File: src/rtl/mem_cmd_decoder.sv
// mem_cmd_decoder
//
// Decodes an upstream memory command stream. Memory commands (READ,
// WRITE, REFRESH, MODE) are forwarded in order through a 2-entry buffer.
// PD_ENTER/PD_EXIT drive a small power-down handshake with an external
// power manager, and a per-cycle activity code is reported for that
// manager.
//
// Handshake semantics (both streams): a beat transfers on a rising edge
// where valid && ready are both high. The sender holds valid and its
// payload steady until the transfer. cmd_ready is a function of
// registered state only and never depends on cmd_valid or cmd_op.
//
// Ports
//   sys_clk              in   sole clock, rising edge
//   sys_rst_n            in   asynchronous active-low reset
//   cmd_valid/cmd_ready  in/out  upstream handshake
//   cmd_op[3:0]          in   opcode (0 NOP, 1 READ, 2 WRITE, 3 REFRESH,
//                             4 MODE, 5 PD_ENTER, 6 PD_EXIT, 7-15 illegal)
//   cmd_addr[ADDR_W-1:0] in   command address
//   out_valid/out_ready  out/in  downstream handshake
//   out_op[3:0]          out  buffered opcode at the head of the buffer
//   out_addr[ADDR_W-1:0] out  buffered address at the head of the buffer
//   cmd_decoded[3:0]     out  activity code (0 idle, 1-4 memory op,
//                             F first wake cycle)
//   enter_power_down     out  level power-down request
//   power_down_entered   in   power manager status, high while powered down
//   err_illegal          out  one-cycle pulse: illegal opcode or
//                             power-down entry timeout
//   fsm_state[1:0]       out  current FSM state (0 ACTIVE, 1 PD_REQ,
//                             2 POWER_DOWN, 3 WAKE) for observation

module mem_cmd_decoder #(
  parameter int ADDR_W     = 32,
  parameter int WAKE_LAT   = 8,     // legal 1..255
  parameter int PD_TIMEOUT = 2047   // legal 1..2047
) (
  input  logic              sys_clk,
  input  logic              sys_rst_n,

  input  logic              cmd_valid,
  output logic              cmd_ready,
  input  logic [3:0]        cmd_op,
  input  logic [ADDR_W-1:0] cmd_addr,

  output logic              out_valid,
  input  logic              out_ready,
  output logic [3:0]        out_op,
  output logic [ADDR_W-1:0] out_addr,

  output logic [3:0]        cmd_decoded,
  output logic              enter_power_down,
  input  logic              power_down_entered,
  output logic              err_illegal,
  output logic [1:0]        fsm_state
);

  typedef enum logic [1:0] {
    ST_ACTIVE     = 2'd0,
    ST_PD_REQ     = 2'd1,
    ST_POWER_DOWN = 2'd2,
    ST_WAKE       = 2'd3
  } state_t;

  localparam logic [3:0] OP_READ     = 4'd1;
  localparam logic [3:0] OP_MODE     = 4'd4;
  localparam logic [3:0] OP_PD_ENTER = 4'd5;
  localparam logic [3:0] OP_PD_EXIT  = 4'd6;
  localparam logic [3:0] CODE_WAKE   = 4'hF;

  localparam logic [10:0] PD_LIMIT   = 11'(PD_TIMEOUT);
  localparam logic [7:0]  WAKE_LIMIT = 8'(WAKE_LAT);

  // --------------------------------------------------------------------
  // State and storage
  // --------------------------------------------------------------------
  state_t            state;
  state_t            state_next;
  logic [10:0]       pd_cnt;
  logic [10:0]       pd_cnt_next;
  logic [7:0]        wake_cnt;
  logic [7:0]        wake_cnt_next;
  logic [3:0]        decoded_next;
  logic              err_next;

  logic [3:0]        buf_op   [2];
  logic [ADDR_W-1:0] buf_addr [2];
  logic              wr_ptr;
  logic              rd_ptr;
  logic [1:0]        count;

  logic              accept;
  logic              push;
  logic              pop;
  logic              is_mem_op;
  logic              is_illegal;

  // --------------------------------------------------------------------
  // Opcode classification and handshakes
  // --------------------------------------------------------------------
  assign is_mem_op  = (cmd_op >= OP_READ) && (cmd_op <= OP_MODE);
  assign is_illegal = (cmd_op > OP_PD_EXIT);

  assign cmd_ready = (state == ST_ACTIVE) && (count != 2'd2);
  assign accept    = cmd_valid && cmd_ready;

  // NOP, PD_ENTER, PD_EXIT and illegal opcodes are consumed without
  // touching the buffer.
  assign push      = accept && is_mem_op;

  // count is registered, so out_valid is a registered quantity.
  assign out_valid = (count != 2'd0);
  assign pop       = out_valid && out_ready;
  assign out_op    = buf_op[rd_ptr];
  assign out_addr  = buf_addr[rd_ptr];

  assign fsm_state = state;

  // --------------------------------------------------------------------
  // FSM: next state, counters and registered-output next values
  // --------------------------------------------------------------------
  always_comb begin
    state_next       = state;
    pd_cnt_next      = pd_cnt;
    wake_cnt_next    = wake_cnt;
    decoded_next     = 4'd0;
    err_next         = 1'b0;
    enter_power_down = 1'b0;

    case (state)
      ST_ACTIVE: begin
        if (accept) begin
          if (is_mem_op) begin
            decoded_next = cmd_op;
          end else if (is_illegal) begin
            err_next = 1'b1;
          end else if (cmd_op == OP_PD_ENTER) begin
            state_next  = ST_PD_REQ;
            pd_cnt_next = 11'd0;
          end
        end
      end

      ST_PD_REQ: begin
        // The request is only raised once every buffered command has
        // drained; the timeout keeps running meanwhile.
        enter_power_down = (count == 2'd0);
        pd_cnt_next      = pd_cnt + 11'd1;
        if (power_down_entered) begin
          state_next = ST_POWER_DOWN;
        end else if (pd_cnt_next == PD_LIMIT) begin
          // Timeout wins over a simultaneous cmd_valid so that exactly
          // one error pulse is produced.
          state_next = ST_ACTIVE;
          err_next   = 1'b1;
        end else if (cmd_valid) begin
          // New traffic cancels the request; the command itself is
          // accepted once back in ACTIVE.
          state_next = ST_ACTIVE;
        end
      end

      ST_POWER_DOWN: begin
        enter_power_down = 1'b1;
        if (cmd_valid || !power_down_entered) begin
          state_next    = ST_WAKE;
          wake_cnt_next = 8'd0;
          // Registered, so the code is visible during the first WAKE
          // cycle only.
          decoded_next  = CODE_WAKE;
        end
      end

      ST_WAKE: begin
        // WAKE lasts exactly WAKE_LAT cycles.
        wake_cnt_next = wake_cnt + 8'd1;
        if (wake_cnt_next == WAKE_LIMIT) begin
          state_next = ST_ACTIVE;
        end
      end

      default: begin
        state_next = ST_ACTIVE;
      end
    endcase
  end

  always_ff @(posedge sys_clk or negedge sys_rst_n) begin
    if (!sys_rst_n) begin
      state       <= ST_ACTIVE;
      pd_cnt      <= 11'd0;
      wake_cnt    <= 8'd0;
      cmd_decoded <= 4'd0;
      err_illegal <= 1'b0;
    end else begin
      state       <= state_next;
      pd_cnt      <= pd_cnt_next;
      wake_cnt    <= wake_cnt_next;
      cmd_decoded <= decoded_next;
      err_illegal <= err_next;
    end
  end

  // --------------------------------------------------------------------
  // 2-entry in-order command buffer. Push is blocked while full
  // (cmd_ready low), so a simultaneous push and pop only happens with
  // one entry present and leaves the count unchanged.
  // --------------------------------------------------------------------
  always_ff @(posedge sys_clk or negedge sys_rst_n) begin
    if (!sys_rst_n) begin
      for (int i = 0; i < 2; i++) begin
        buf_op[i]   <= 4'd0;
        buf_addr[i] <= '0;
      end
      wr_ptr <= 1'b0;
      rd_ptr <= 1'b0;
      count  <= 2'd0;
    end else begin
      if (push) begin
        buf_op[wr_ptr]   <= cmd_op;
        buf_addr[wr_ptr] <= cmd_addr;
        wr_ptr           <= ~wr_ptr;
      end
      if (pop) begin
        rd_ptr <= ~rd_ptr;
      end
      case ({push, pop})
        2'b10:   count <= count + 2'd1;
        2'b01:   count <= count - 2'd1;
        default: count <= count;
      endcase
    end
  end

endmodule

File: config.mk
export PLATFORM = sky130hd
export DESIGN_NAME = mem_cmd_decoder
export DESIGN_NICKNAME = d
export VERILOG_FILES = /design/src/rtl/mem_cmd_decoder.sv
export SDC_FILE = /design/constraint.sdc
export NUM_CORES = 1
export LEC_CHECK = 0
export ABC_AREA = 1
export BUFFER_PORTS_ARGS = -buffer_cell sky130_fd_sc_hd__buf_2
export CORE_UTILIZATION = 40
export CTS_CLUSTER_DIAMETER = 60
export DETAILED_ROUTE_END_ITERATION = 8
export PLACE_DENSITY = 0.7
export SLEW_MARGIN = 15
export SYNTH_ARGS = -nofsm -noshare
export SYNTH_HDL_FRONTEND = slang
export SYNTH_SLANG_ARGS = --single-unit
File: constraint.sdc
create_clock -name sys_clk -period 2.2 [get_ports sys_clk]
set_input_delay 0.33 -clock sys_clk [delete_from_list [all_inputs] [get_ports sys_clk]]
set_output_delay 0.33 -clock sys_clk [all_outputs]
set_load 0.01 [all_outputs]
# --- After elaboration in Yosys (flattened, before gate mapping) ---
# Index checks and enable logic that the tools add are counted.
word_totals:
  out_inout_bits: 46
  regBits: 102
  inputBits: 41
classes:
  n_eq_ne: 16
  n_reduce_logical: 17
  bitwise_logic: 4
  order_cmp: 6
  mux: 41
  add_sub_neg: 4
ops:
  columns: ["operator", "n"]
  rows:
  - ["$mux W32", 4]
  - ["$bwmux W64", 1]
  - ["$mux W11", 4]
  - ["$demux W32 S1", 1]
  - ["$mux W4", 7]
  - ["$pmux W11 S2", 1]
  - ["$mux W2", 9]
  - ["$pmux W8 S2", 1]
  - ["$ne A2 B2 Y1 const B", 6]
  - ["$add A11 B1 Y11 const B", 1]
  - ["$eq A11 B11 Y1 const B", 1]
  - ["$add A8 B1 Y8 const B", 1]
  - ["$bwmux W8", 1]
  - ["$eq A8 B4 Y1 const B", 1]
  - ["$mux W8", 1]
  - ["$pmux W2 S4", 1]
  - ["$pmux W4 S2", 1]
  - ["$reduce_bool A2 Y1", 4]
  - ["$reduce_and A7 Y1", 1]
  - ["$eq A2 B2 Y1 const B", 3]
  - ["$logic_and A1 B1 Y1", 6]
  - ["$mux W1", 5]
  - ["$reduce_and A5 Y1", 1]
  - ["$demux W4 S1", 1]
  - ["other kinds (19)", 25]

# --- Depth between registers and ports, before layout ---
depth:
  depth_word: 6
  depth_mapped: 13
  ltp_nobuf: 13

# --- Least setup slack after synthesis ---
# OpenSTA, ideal clock, no wires.
synth_timing:
  path_kind: "flip-flop to flip-flop"
  from: "register state[0] (netlist: fsm_state[0])"
  to: "register count[1]"
  stages_incl_launch_ff: 12
  required_time_ps: 2069
  path_buffers: 0
  period_less_slack_ps: 1941
  slack_ps: 259
  t_arrival_ps: 1810
  cell_sequence: "dfrtp_1 -> inv_1 -> ha_1 -> inv_2 -> a21oi_4 -> nand2_1 -> inv_2 -> nand2_2 -> ha_1 -> a21oi_1 -> o21ai_0 -> xor2_1"
synth_via:
  elab_chain_len: 6
  elab_cells_between_ends: 8
synth_lines:
  columns: ["item", "line_no", "text"]
  rows:
  - ["start, declared", "77", "state_t state;"]
  - ["start signal, assigned", "196", "state <= state_next;"]
  - ["$logic_not A2 Y1 (*)", "104", "assign cmd_ready = (state == ST_ACTIVE) && (count != 2'd2);"]
  - ["$logic_and A1 B1 Y1 (*)", "104", null]
  - ["via cmd_ready", "42", "output logic cmd_ready,"]
  - ["$logic_and A1 B1 Y1 (*)", "105", "assign accept = cmd_valid && cmd_ready;"]
  - ["$logic_and A1 B1 Y1 (*)", "109", "assign push = accept && is_mem_op;"]
  - ["$eq A2 B1 Y1 / $eq A2 B2 Y1 (equally long branches)", "227", "case ({push, pop})"]
  - ["$pmux W2 S2 / $reduce_bool A2 Y1 (equally long branches)", null, null]
  - ["end signal, assigned", "228", "2'b10: count <= count + 2'd1;"]
  - ["end signal, assigned", "229", "2'b01: count <= count - 2'd1;"]
  - ["end signal, assigned", "230", "default: count <= count;"]
  - ["end, declared", "90", "logic [1:0] count;"]
# Mark *: on every way through the listed nets, which the timed path passes. The rest lies on a longest branch.
# A chain may end at the register's enable or synchronous reset.

# --- Final worst setup path ---
layout_timing:
  from: "register state[0] (netlist: fsm_state[0])"
  to: "register count[1]"
layout_via:
  elab_chain_len: 6
  elab_cells_between_ends: 8
layout_lines:
  columns: ["item", "line_no"]
  rows:
  - ["$logic_not A2 Y1 (*)", "104"]
  - ["$logic_and A1 B1 Y1 (*)", "104"]
  - ["$logic_and A1 B1 Y1 (*)", "105"]
  - ["$logic_and A1 B1 Y1 (*)", "109"]
  - ["$eq A2 B1 Y1 / $eq A2 B2 Y1 (equally long branches)", "227"]
  - ["$pmux W2 S2 / $reduce_bool A2 Y1 (equally long branches)", null]
# Every way passes the cells marked *; elsewhere a longest branch is shown, timed or not.

==> qor.csv <==
metric,value,unit
rrSetupSlack,0.16,ns
cp_num_buf_inv,3,
met1_usage,24.00,%
crit_cells,11,
die_y,114.2,µm
peakVddDrop,480.6,µV
via_count,4175,
clock_skew,0.005283,ns
maxSlewViolCount,0,
die-area,0.01304,mm²
r2r-start,fsm_state[0],
drc,0,
synth-async-reset-ratio,100.0,%
worstPathMaxFanout,7,
tns,0,ns
initial_utilization,41.41,%
use_met3,5.400,%
ys_warn_count,0,
crit_end,count[1],
worstPathRequired,2.42,ns
port_buffers,86,
setup_viol,0,
worst_r2r_path_depth,11,
diodes,0,
wirelength,10900,µm
clk_path_buf_depth,2,
synth-edff-count,0,
rsz0062_at_grt,no,
end_kind,flip-flop,
cts_tree,built,
synth_area_leaders,"dfrtp_1, nand2_1, o21ai_2",
via_per_inst,4.766,
cts_max_level,3,
arrival,2.26,ns
place_inst,859,
syn_nets,669,
p_leak,3.213,nW
gp_routability_congestion,0.8094,
crit_family,adder cells,
synth_cell_types,29,
grt-ovfl-total,0,
die_w,114.2,µm
status,"complete, no violations",
track_usage,18.04,%
period_share,92.73,%
hp-class,in -> reg,
drive_gt1_share,24.29,%
finalPower,0.007671,W
grt.busiest_layer,met2,
power_density,1283,mW/mm²
grt_first_pass_wirelength,18520,µm
cts_root_buf,clkbuf_16,
crit_path_start,fsm_state[0],
avgSynthCellArea,8.123,µm²
drt_iter0_markers,258,
synth_top_area_share,50.68,%
antenna_found_initial,0,
area_growth,18.76,%
path_class,reg -> reg,
tightest_slew,0.4328,ns
seq_area_frac_synth,50.68,%
period_minus_slack,2.040,ns
synth_area,0.005036,mm²
synth_ff_type,dfrtp_1,
finalInstanceArea,0.005981,mm²
mostFrequentLayoutCell,nand2_1,
core-area,0.01216,mm²
cp_cell_sequence,"inv_1, ha_1, inv_2, a21oi_4, nand2_1, inv_2, nand2_2, ha_1, a21oi_1, o21ai_0, xor2_1",
grt_max_degree,72,
yosys.area.top_type,dfrtp_1,
num_io_pins,87,
critPathLaunchType,flip-flop,
grt_pass1_vias,3920,
clock_latency,0.35,ns
dpl_cell_area,0.005662,mm²
syn_inst,620,
finalNetCount,752,
grtUsageMet2,28.93,%
max_slew_margin,71.15,%
r2r-end,count[1],
hpwl,7424,µm
slowest_stage,dfrtp_1,
holdWs,0.2442,ns
drt_pass1_iterations,5,
hold_viol,0,
routedWlPerCell,12.45,µm
cts_resized,0,
clk_pin_slew_worst_paths,0.07,ns
maxCapViolCount,0,
finalNonFillerCells,876,
ys_seq_elements,102,
cts_made_buffers,9,
rows,40,
cts_sinks,102,
final_cell_mix,"nand2_1, dfrtp_1, buf_2, inv_1, o21ai_1",
slowest_delay,0.45,ns
max_freq,490.2,MHz
antenna_left,0,
[state kept, by name (all words and copies together) (netlist names), named ones only]
register,cells
buf_addr,64
pd_cnt,11
buf_op,8
wake_cnt,8
cmd_decoded,4
count,2
err_illegal,1
fsm_state,1
rd_ptr,1
wr_ptr,1
[per-layer routing]
| metal | share of wire, % | up-vias |
|---|---|---|
| li1 | - | 2117 |
| met1 | 48 | 1964 |
| met2 | 46 | 90 |
| met3 | 5.2 | 4 |
| met4 | 0.39 | 0 |
| met5 | 0 | - |
[how the worst min path moves through the flow]
stage | end | start | cells past startpoint | slack [ns]
3_5_place_dp | buf_addr[38] | sys_rst_n | 1 | 0.23
5_1_grt | buf_addr[60] | cmd_addr[28] | 3 | 0.24
3_3_place_gp | buf_addr[38] | sys_rst_n | 1 | 0.22
4_1_cts | buf_addr[53] | cmd_addr[21] | 3 | 0.23
6_report | buf_addr[53] | cmd_addr[21] | 3 | 0.24
2_1_floorplan | asynchronous set/reset pin | sys_rst_n | 0 | 0.03
[cells by family (layout without fill, tap and decap cells)]
group	Yosys count	in the layout	synth area share, %
xor+xnor	4	4	0.6958
compound gates	109	109	14.11
fa+ha+maj	8	8	1.988
buf+inv	101	189	8.745
simple gates	296	296	23.78
flops	102	102	50.68
[metrics by stage]
step	utilization (%)	worst slack, ns
3_3_place_gp	46.55	0.2451
3_5_place_dp	46.55	0.1606
4_1_cts	49.18	0.1600
5_1_grt	49.18	0.0005946
2_1_floorplan	-	0.2588
6_report	49.18	0.1599
[synthesized netlist by cell type, types with 5 or more instances]
cell      count
clkbuf_1     13
inv_1        67
dfrtp_1     102
o21ai_1      50
o22ai_1       7
o21ai_2      35
nor2_1       17
nand4_1       5
nand2_1     232
buf_6         8
nand2_2      14
ha_1          8
o21ai_0       6
nand3_1      24
inv_2         9
[worst register-to-register path: cells and delay by family (launching register included)]
kind | cells | cell delay (ns)
adder cells (fa/ha/maj) | 2 | 0.53
AO/OA/AOI/OAI | 3 | 0.35
AND/OR/NAND/NOR | 2 | 0.18
buffers and inverters | 3 | 0.27
flip-flops | 1 | 0.45
XOR/XNOR | 1 | 0.16
[layout make-up]
type	instances	area [µm²]
multi-input cells	417	2051
clock buffers	12	256.5
clock inverters	4	52.55
repair buffers	95	565.5
fillers	1178	6181
flip-flops and latches	102	2552
well taps	168	210.2
inverters	78	292.8
[where the power goes]
group | leakage, nW | internal, W | switching, W
Combinational | 1.73 | 0.00119 | 0.00180
Clock | 0.153 | 0.000949 | 0.000685
Sequential | 1.33 | 0.00260 | 0.000447
Total | 3.21 | 0.00474 | 0.00293
[what timing repair did]
| action | in CTS | in global routing |
|---|---|---|
| hold buffers | 1 | 0 |
| hold endpoints to repair | 17 | 0 |
| setup buffers | 0 | 0 |
Power figures use the tool's default switching activity.
